<file path="src/rtl/chime_sequencer_if.sv">
// ----------------------------------------------------------------------------
// chime_sequencer_if
// Bundles the timekeeping-side inputs and buzzer-side outputs of the chime
// sequencer.
//   en, mode        global enable / hour-chime style (0 single, 1 strike)
//   value           current hour, BCD {tens, ones} or binary
//   alarm_eq        per-channel "alarm time equals now" level flags
//   alarm_mask      per-channel alarm enables
//   chime, busy     registered beep output and sequence-active flag
//   alarm_hit       channels behind the current or last alarm sequence
// master = the clock core driving the inputs, slave = the sequencer.
// ----------------------------------------------------------------------------
interface chime_sequencer_if #(
  parameter int VAL_W = 8,
  parameter int N_ALM = 2
);
  logic             en;
  logic             mode;
  logic [VAL_W-1:0] value;
  logic [N_ALM-1:0] alarm_eq;
  logic [N_ALM-1:0] alarm_mask;
  logic             chime;
  logic             busy;
  logic [N_ALM-1:0] alarm_hit;

  modport master (
    output en, mode, value, alarm_eq, alarm_mask,
    input  chime, busy, alarm_hit
  );

  modport slave (
    input  en, mode, value, alarm_eq, alarm_mask,
    output chime, busy, alarm_hit
  );
endinterface

</file>
<file path="src/rtl/chime_sequencer.sv">
// ----------------------------------------------------------------------------
// chime_sequencer
// Hourly-chime and alarm annunciator. Watches the hour value and alarm
// equality flags; on an hour change or a new alarm match it plays a beep
// sequence on chime (PULSE_LEN high, GAP_LEN low per beep).
// Ports:
//   clk   1 Hz clock, rising edge
//   rst   asynchronous active-high reset
//   bus   chime_sequencer_if.slave (en, mode, value, alarm_eq, alarm_mask in;
//         chime, busy, alarm_hit out, all registered)
// ----------------------------------------------------------------------------
module chime_sequencer #(
  parameter int VAL_W       = 8,
  parameter int BCD         = 1,
  parameter int N_ALM       = 2,
  parameter int PULSE_LEN   = 4,
  parameter int GAP_LEN     = 1,
  parameter int ALARM_BEEPS = 3
) (
  input  logic             clk,
  input  logic             rst,
  chime_sequencer_if.slave bus
);

  typedef enum logic [1:0] {
    S_IDLE = 2'd0,
    S_ON   = 2'd1,
    S_GAP  = 2'd2
  } state_e;

  localparam logic [3:0] PULSE_C = 4'(PULSE_LEN);
  localparam logic [3:0] GAP_C   = 4'(GAP_LEN);
  localparam logic [3:0] ALARM_C = 4'(ALARM_BEEPS);

  // Strike count for an hour value: 12-hour convention, malformed input -> 12.
  function automatic logic [3:0] hour12(input logic [VAL_W-1:0] v);
    logic [7:0] v8;
    logic [6:0] h;
    logic       bad;
    logic [3:0] res;
    v8  = 8'(v);
    h   = 7'd0;
    bad = 1'b0;
    if (BCD != 0) begin
      if ((v8[7:4] > 4'd9) || (v8[3:0] > 4'd9)) begin
        bad = 1'b1;
      end else begin
        h = ({3'd0, v8[7:4]} * 7'd10) + {3'd0, v8[3:0]};
      end
    end else begin
      if (v > VAL_W'(23)) begin
        bad = 1'b1;
      end else begin
        h = 7'(v);
      end
    end
    if (bad || (h > 7'd23) || (h == 7'd0)) begin
      res = 4'd12;
    end else if (h > 7'd12) begin
      res = 4'(h - 7'd12);
    end else begin
      res = 4'(h);
    end
    return res;
  endfunction

  state_e           state_q, state_d;
  logic             primed_q, primed_d;
  logic             pend_q, pend_d;
  logic [N_ALM-1:0] pend_hit_q, pend_hit_d;
  logic [VAL_W-1:0] prev_value_q, prev_value_d;
  logic [N_ALM-1:0] prev_alm_q, prev_alm_d;
  logic [3:0]       beat_q, beat_d;
  logic [3:0]       strike_q, strike_d;
  logic             chime_q, chime_d;
  logic             busy_q, busy_d;
  logic [N_ALM-1:0] alarm_hit_q, alarm_hit_d;

  logic [N_ALM-1:0] alm_cur_s;
  logic [N_ALM-1:0] alm_rise_s;
  logic             active_s;
  logic             alm_evt_s;
  logic             hour_evt_s;

  // Event detection: edges of masked alarm flags and hour changes.
  always_comb begin
    alm_cur_s  = bus.alarm_eq & bus.alarm_mask;
    alm_rise_s = alm_cur_s & ~prev_alm_q;
    active_s   = bus.en && primed_q;
    alm_evt_s  = active_s && (|alm_rise_s);
    hour_evt_s = active_s && (bus.value != prev_value_q);
  end

  // State register.
  always_ff @(posedge clk or posedge rst) begin
    if (rst) begin
      state_q      <= S_IDLE;
      primed_q     <= 1'b0;
      pend_q       <= 1'b0;
      pend_hit_q   <= '0;
      prev_value_q <= '0;
      prev_alm_q   <= '0;
      beat_q       <= 4'd0;
      strike_q     <= 4'd0;
      chime_q      <= 1'b0;
      busy_q       <= 1'b0;
      alarm_hit_q  <= '0;
    end else begin
      state_q      <= state_d;
      primed_q     <= primed_d;
      pend_q       <= pend_d;
      pend_hit_q   <= pend_hit_d;
      prev_value_q <= prev_value_d;
      prev_alm_q   <= prev_alm_d;
      beat_q       <= beat_d;
      strike_q     <= strike_d;
      chime_q      <= chime_d;
      busy_q       <= busy_d;
      alarm_hit_q  <= alarm_hit_d;
    end
  end

  // Next-state logic: sequencing, pending alarm merge, enable abort.
  always_comb begin
    state_d      = state_q;
    primed_d     = primed_q;
    pend_d       = pend_q;
    pend_hit_d   = pend_hit_q;
    beat_d       = beat_q;
    strike_d     = strike_q;
    alarm_hit_d  = alarm_hit_q;
    prev_value_d = bus.value;
    prev_alm_d   = alm_cur_s;

    if (!bus.en) begin
      // Abort; alarm_hit is intentionally kept for the display.
      state_d    = S_IDLE;
      pend_d     = 1'b0;
      pend_hit_d = '0;
      beat_d     = 4'd0;
      strike_d   = 4'd0;
    end else begin
      primed_d = 1'b1;
      case (state_q)
        S_IDLE: begin
          if (alm_evt_s) begin
            state_d     = S_ON;
            beat_d      = PULSE_C;
            strike_d    = ALARM_C;
            alarm_hit_d = alm_rise_s;
          end else if (hour_evt_s) begin
            state_d  = S_ON;
            beat_d   = PULSE_C;
            strike_d = bus.mode ? hour12(bus.value) : 4'd1;
          end else begin
            state_d = S_IDLE;
          end
        end
        S_ON: begin
          if (alm_evt_s) begin
            pend_d     = 1'b1;
            pend_hit_d = pend_hit_q | alm_rise_s;
          end else begin
            pend_d     = pend_q;
          end
          if (beat_q == 4'd1) begin
            if (strike_q != 4'd1) begin
              state_d = S_GAP;
              beat_d  = GAP_C;
            end else if (pend_q || alm_evt_s) begin
              // Chain straight into the pending alarm without a low cycle.
              state_d     = S_ON;
              beat_d      = PULSE_C;
              strike_d    = ALARM_C;
              alarm_hit_d = pend_hit_q | alm_rise_s;
              pend_d      = 1'b0;
              pend_hit_d  = '0;
            end else begin
              state_d = S_IDLE;
            end
          end else begin
            beat_d = beat_q - 4'd1;
          end
        end
        S_GAP: begin
          if (alm_evt_s) begin
            pend_d     = 1'b1;
            pend_hit_d = pend_hit_q | alm_rise_s;
          end else begin
            pend_d     = pend_q;
          end
          if (beat_q == 4'd1) begin
            state_d  = S_ON;
            beat_d   = PULSE_C;
            strike_d = strike_q - 4'd1;
          end else begin
            beat_d = beat_q - 4'd1;
          end
        end
        default: begin
          state_d = S_IDLE;
        end
      endcase
    end
  end

  // Output decode from the next state so chime/busy are registered.
  always_comb begin
    chime_d = (state_d == S_ON);
    busy_d  = (state_d != S_IDLE);
  end

  assign bus.chime     = chime_q;
  assign bus.busy      = busy_q;
  assign bus.alarm_hit = alarm_hit_q;

endmodule

</file>
<file path="src/flat_wrapper.sv">
// flat-port wrapper written by rule: the top's interface ports become plain ports
module chime_sequencer_flat 
#(
  parameter int VAL_W       = 8,
  parameter int BCD         = 1,
  parameter int N_ALM       = 2,
  parameter int PULSE_LEN   = 4,
  parameter int GAP_LEN     = 1,
  parameter int ALARM_BEEPS = 3
)
  (clk, rst, bus_en, bus_mode, bus_value, bus_alarm_eq, bus_alarm_mask, bus_chime, bus_busy, bus_alarm_hit);
  chime_sequencer_if #(.VAL_W(VAL_W), .N_ALM(N_ALM)) bus_i ();
  input  logic clk;
  input  logic rst;
  input wire logic [$bits(bus_i.en)-1:0] bus_en;
  input wire logic [$bits(bus_i.mode)-1:0] bus_mode;
  input wire logic [$bits(bus_i.value)-1:0] bus_value;
  input wire logic [$bits(bus_i.alarm_eq)-1:0] bus_alarm_eq;
  input wire logic [$bits(bus_i.alarm_mask)-1:0] bus_alarm_mask;
  output wire logic [$bits(bus_i.chime)-1:0] bus_chime;
  output wire logic [$bits(bus_i.busy)-1:0] bus_busy;
  output wire logic [$bits(bus_i.alarm_hit)-1:0] bus_alarm_hit;
  assign bus_i.en = bus_en;
  assign bus_i.mode = bus_mode;
  assign bus_i.value = bus_value;
  assign bus_i.alarm_eq = bus_alarm_eq;
  assign bus_i.alarm_mask = bus_alarm_mask;
  assign bus_chime = bus_i.chime;
  assign bus_busy = bus_i.busy;
  assign bus_alarm_hit = bus_i.alarm_hit;
  chime_sequencer #(.VAL_W(VAL_W), .BCD(BCD), .N_ALM(N_ALM), .PULSE_LEN(PULSE_LEN), .GAP_LEN(GAP_LEN), .ALARM_BEEPS(ALARM_BEEPS)) u_core (.clk(clk), .rst(rst), .bus(bus_i));
endmodule
</file>
<file path="config.mk">
export PLATFORM = sky130hd
export DESIGN_NAME = chime_sequencer_flat
export DESIGN_NICKNAME = d
export VERILOG_FILES = /design/src/rtl/chime_sequencer_if.sv /design/src/rtl/chime_sequencer.sv /design/src/flat_wrapper.sv
export SDC_FILE = /design/constraint.sdc
export NUM_CORES = 1
export LEC_CHECK = 0
export BUFFER_PORTS_ARGS = -buffer_cell sky130_fd_sc_hd__buf_2
export CORE_MARGIN = 1.5
export CORE_UTILIZATION = 59
export CTS_BUF_LIST = sky130_fd_sc_hd__clkbuf_4 sky130_fd_sc_hd__clkbuf_8 sky130_fd_sc_hd__clkbuf_16
export DETAILED_ROUTE_END_ITERATION = 10
export PLACE_DENSITY = 0.8
export SKIP_CTS_REPAIR_TIMING = 1
export SYNTH_ARGS = -nofsm -noshare
export SYNTH_HDL_FRONTEND = slang
export SYNTH_SLANG_ARGS = --single-unit
</file>
<file path="constraint.sdc">
create_clock -name clk -period 2.55 [get_ports clk]
set_input_delay 0.255 -clock clk [delete_from_list [all_inputs] [get_ports clk]]
set_output_delay 0.255 -clock clk [all_outputs]
set_load 0.005 [all_outputs]
</file>
==> impl_metrics.ini <==
[status]
status = complete, no violations

[cts]
clk_pin_slew_worst_paths_ns = 0.15
cts_made_buffers = 3
tritoncts = yes
htreeDepth = 1
clock_sinks = 28
clk_latency_ns = 0.32
cts-root-buf = clkbuf_4
cts_buffer_depth = 2

[placement]
hpwl_um = 3500
portBuffers = 19
globalplace.congestion = 0.892
place_ws_ns = -0.251

[global_route]
antenna_found_initial = 0
grt_pass1_vias = 1723
grt_pass1_wl_um = 7510
grt_use_total = 0.264
gr-total-overflow = 0
grt_max_degree = 29

[worst_setup_path]
cpMaxStageDelayCell = a311o_1
crit_type = primary input to register
r2r_end = u_core.beat_q[3]$_DFFE_PP0P_
rr_startpoint = u_core.state_q[1]$_DFF_PP0_
r2r_setup_slack_ns = 0.44
cp.arrival_ns = 2.68
cp_cell_sequence = buf_2 -> ha_1 -> ha_1 -> xnor2_1 -> nand2b_4 -> ha_1 -> a32oi_1 -> and3_1 -> nor4_4 -> a311o_1 -> a32o_1
rr_worst_depth = 7
cpPeakStageDelay_ns = 0.36
start_kind = primary input
cp_common_cell = ha_1
cp_max_fo = 4
crit_path_end = u_core.strike_q[1]$_DFFE_PP0P_
worstPathRequired_ns = 2.78
critPathCaptureType = register
startpoint = bus_value[4]

[power]
power-per-cell-area_mw_per_mm2 = 470
finalPower_mw = 1.14
seqPwrFrac = 0.435
ir_worst_vdd_uv = 195
intPower_mw = 0.798
cellLeakagePower_nw = 1.09
swShare = 0.297
pwr-share-clk = 0.251
switching_power_mw = 0.338
p_comb_frac = 0.314

[timing]
maxSlewViolCount = 0
clock-skew-final_ns = 0.00826
setup_ws_ns = 0.0999
slew_headroom = 0.672
setup_viol = 0
period_share = 0.961
final-hold-violation-count = 0
fmax_mhz = 408
finalCriticalPeriod_ns = 2.45
tightest_slew_ns = 0.492
rsz0062_at_grt = no
whs_ns = 0.112

[final_layout]
nNetsFinal = 295
n_antenna_cell = 0
utilization = 0.724
layout-drive-gt1-share = 0.240
final_cell_mix = 28 x dfrtp_1, 22 x nand2_1, 19 x buf_2, 19 x buf_4, 18 x ha_1
filler_cell_count = 267
syn2layout_area_growth_pct = 17.6
final_common_cell = dfrtp_1

[routing]
ant_nets = 0
vias = 1791
wire_per_inst_um = 14.8
vias_per_cell = 5.89
drt_iter0_markers = 141
dr.pass1.iters = 4
wl_um = 4510
drc_errors = 0

[yosys]
synthCells = 218
async_flop_share = 1.00
netlist_area_mm2 = 0.00206
avgSynthCellArea_um2 = 9.43
yosysSeqAreaShare = 0.341
synth_cell_types = 59
yosys_warnings = 0
synth_nets = 254
synth_ff_type = dfrtp_1
synth_edf_count = 0
synth_seq_cells = 28

[die]
die_y_um = 62.0
pin_count = 20
coreArea_mm2 = 0.00334
die-area_mm2 = 0.00385
dieWidth_um = 62.0
rows = 21
start_util = 0.616

[flow_run]
maxCapViolCount = 0

[min_path]
min_path_type = primary input to register
worst min path at each step:
stage,end,depth (start not counted),start
after floorplan,u_core.prev_value_q[0]$_DFF_PP0_,0,bus_value[0]
after global placement,u_core.prev_alm_q[0]$_DFF_PP0_,3,rst
after detailed placement,u_core.prev_alm_q[0]$_DFF_PP0_,3,rst
after CTS,u_core.primed_q$_DFFE_PP0P_,3,rst
after global routing,u_core.prev_value_q[3]$_DFF_PP0_,1,bus_value[3]
final,u_core.prev_value_q[3]$_DFF_PP0_,1,bus_value[3]
synth_stat cells, drive strengths merged, types with 2 or more instances:
library cell  instances  area share
nand2b                3      0.0091
nand3b                2      0.0073
mux2i                 2      0.0097
o31ai                 2      0.0073
and2                  4       0.012
a32o                  2      0.0097
nand2                23       0.043
a221oi                3       0.021
ha                   18        0.11
nor4                  3       0.012
nand4                 3      0.0091
nor2                 15       0.027
nand3                 7       0.019
o211ai                2      0.0073
clkbuf                2      0.0037
fa                    2       0.019
nor3b                 3       0.013
o2111ai               2      0.0085
o221a                 2       0.011
xor2                  2       0.012
o21ai                16       0.041
a21oi                 7       0.024
inv                  14       0.026
or2                   2      0.0061
xnor2                10       0.043
dfrtp                28        0.34
nor3                  7       0.022
a31oi                 2      0.0061
a21o                  4       0.015
o21a                  2      0.0073
a32oi                 4       0.017
mux2                  2       0.011
and3                  4       0.012
logic make-up (layout without fill, tap and decap cells):
family / Yosys count / count (layout) / synth area share
XOR/XNOR: 12 / 12 / 0.0548
adder cells (fa/ha/maj): 20 / 20 / 0.129
AO/OA/AOI/OAI: 57 / 57 / 0.215
AND/OR/NAND/NOR: 80 / 80 / 0.208
flip-flops: 28 / 28 / 0.341
multiplexers: 4 / 4 / 0.0207
buffers and inverters: 17 / 57 / 0.0316
final cells by class:
class / count / area, um2 / area share
inverter: 14 / 52.6 / 0.0217
multi-input combinational: 173 / 1310 / 0.540
clock buffer: 3 / 22.5 / 0.00932
sequential: 28 / 701 / 0.290
clock inverter: 1 / 30.0 / 0.0124
tap: 46 / 57.6 / 0.0238
timing repair buffer: 39 / 248 / 0.102
critical path, delay by kind of cell:
kind,cells,cell delay (ns)
AO/OA/AOI/OAI,3,0.84
XOR/XNOR,1,0.17
adder cells (fa/ha/maj),3,0.84
buffers and inverters,1,0.12
AND/OR/NAND/NOR,3,0.46
registers in the layout, indices dropped and copies added (netlist names):
register and flops:
u_core.bus.busy 1, u_core.pend_q 1, u_core.primed_q 1, u_core.beat_q 4
u_core.prev_value_q 8, u_core.bus.chime 1, u_core.pend_hit_q 2, u_core.prev_alm_q 2
u_core.strike_q 4, u_core.bus.alarm_hit 2, u_core.state_q 2
per-layer routing:
metal,part of all wire,wire (um),track usage
met5,0,0,0
met2,0.51,2320,0.470
met3,0.030,137,0.0207
met4,0.0067,30,0.0638
met1,0.45,2030,0.348
through the flow:
step / instances / TNS, ns / instance area [um2]
5_1_grt: 304 / 0 / 2420
3_5_place_dp: 299 / -0.836 / 2340
3_3_place_gp: 299 / -0.273 / 2340
4_1_cts: 303 / 0 / 2390
2_1_floorplan: 218 / 0 / 2060
6_report: 304 / 0 / 2420
power by group through the flow:
stage          clock, mW  sequential [mW]  combinational, mW
6_report           0.285            0.493              0.357
3_3_place_gp           0            0.500              0.332
5_1_grt            0.307            0.499              0.400
2_1_floorplan          0            0.499              0.223
3_5_place_dp           0            0.502              0.343
4_1_cts            0.291            0.493              0.345
(Power assumes the default switching activity.)
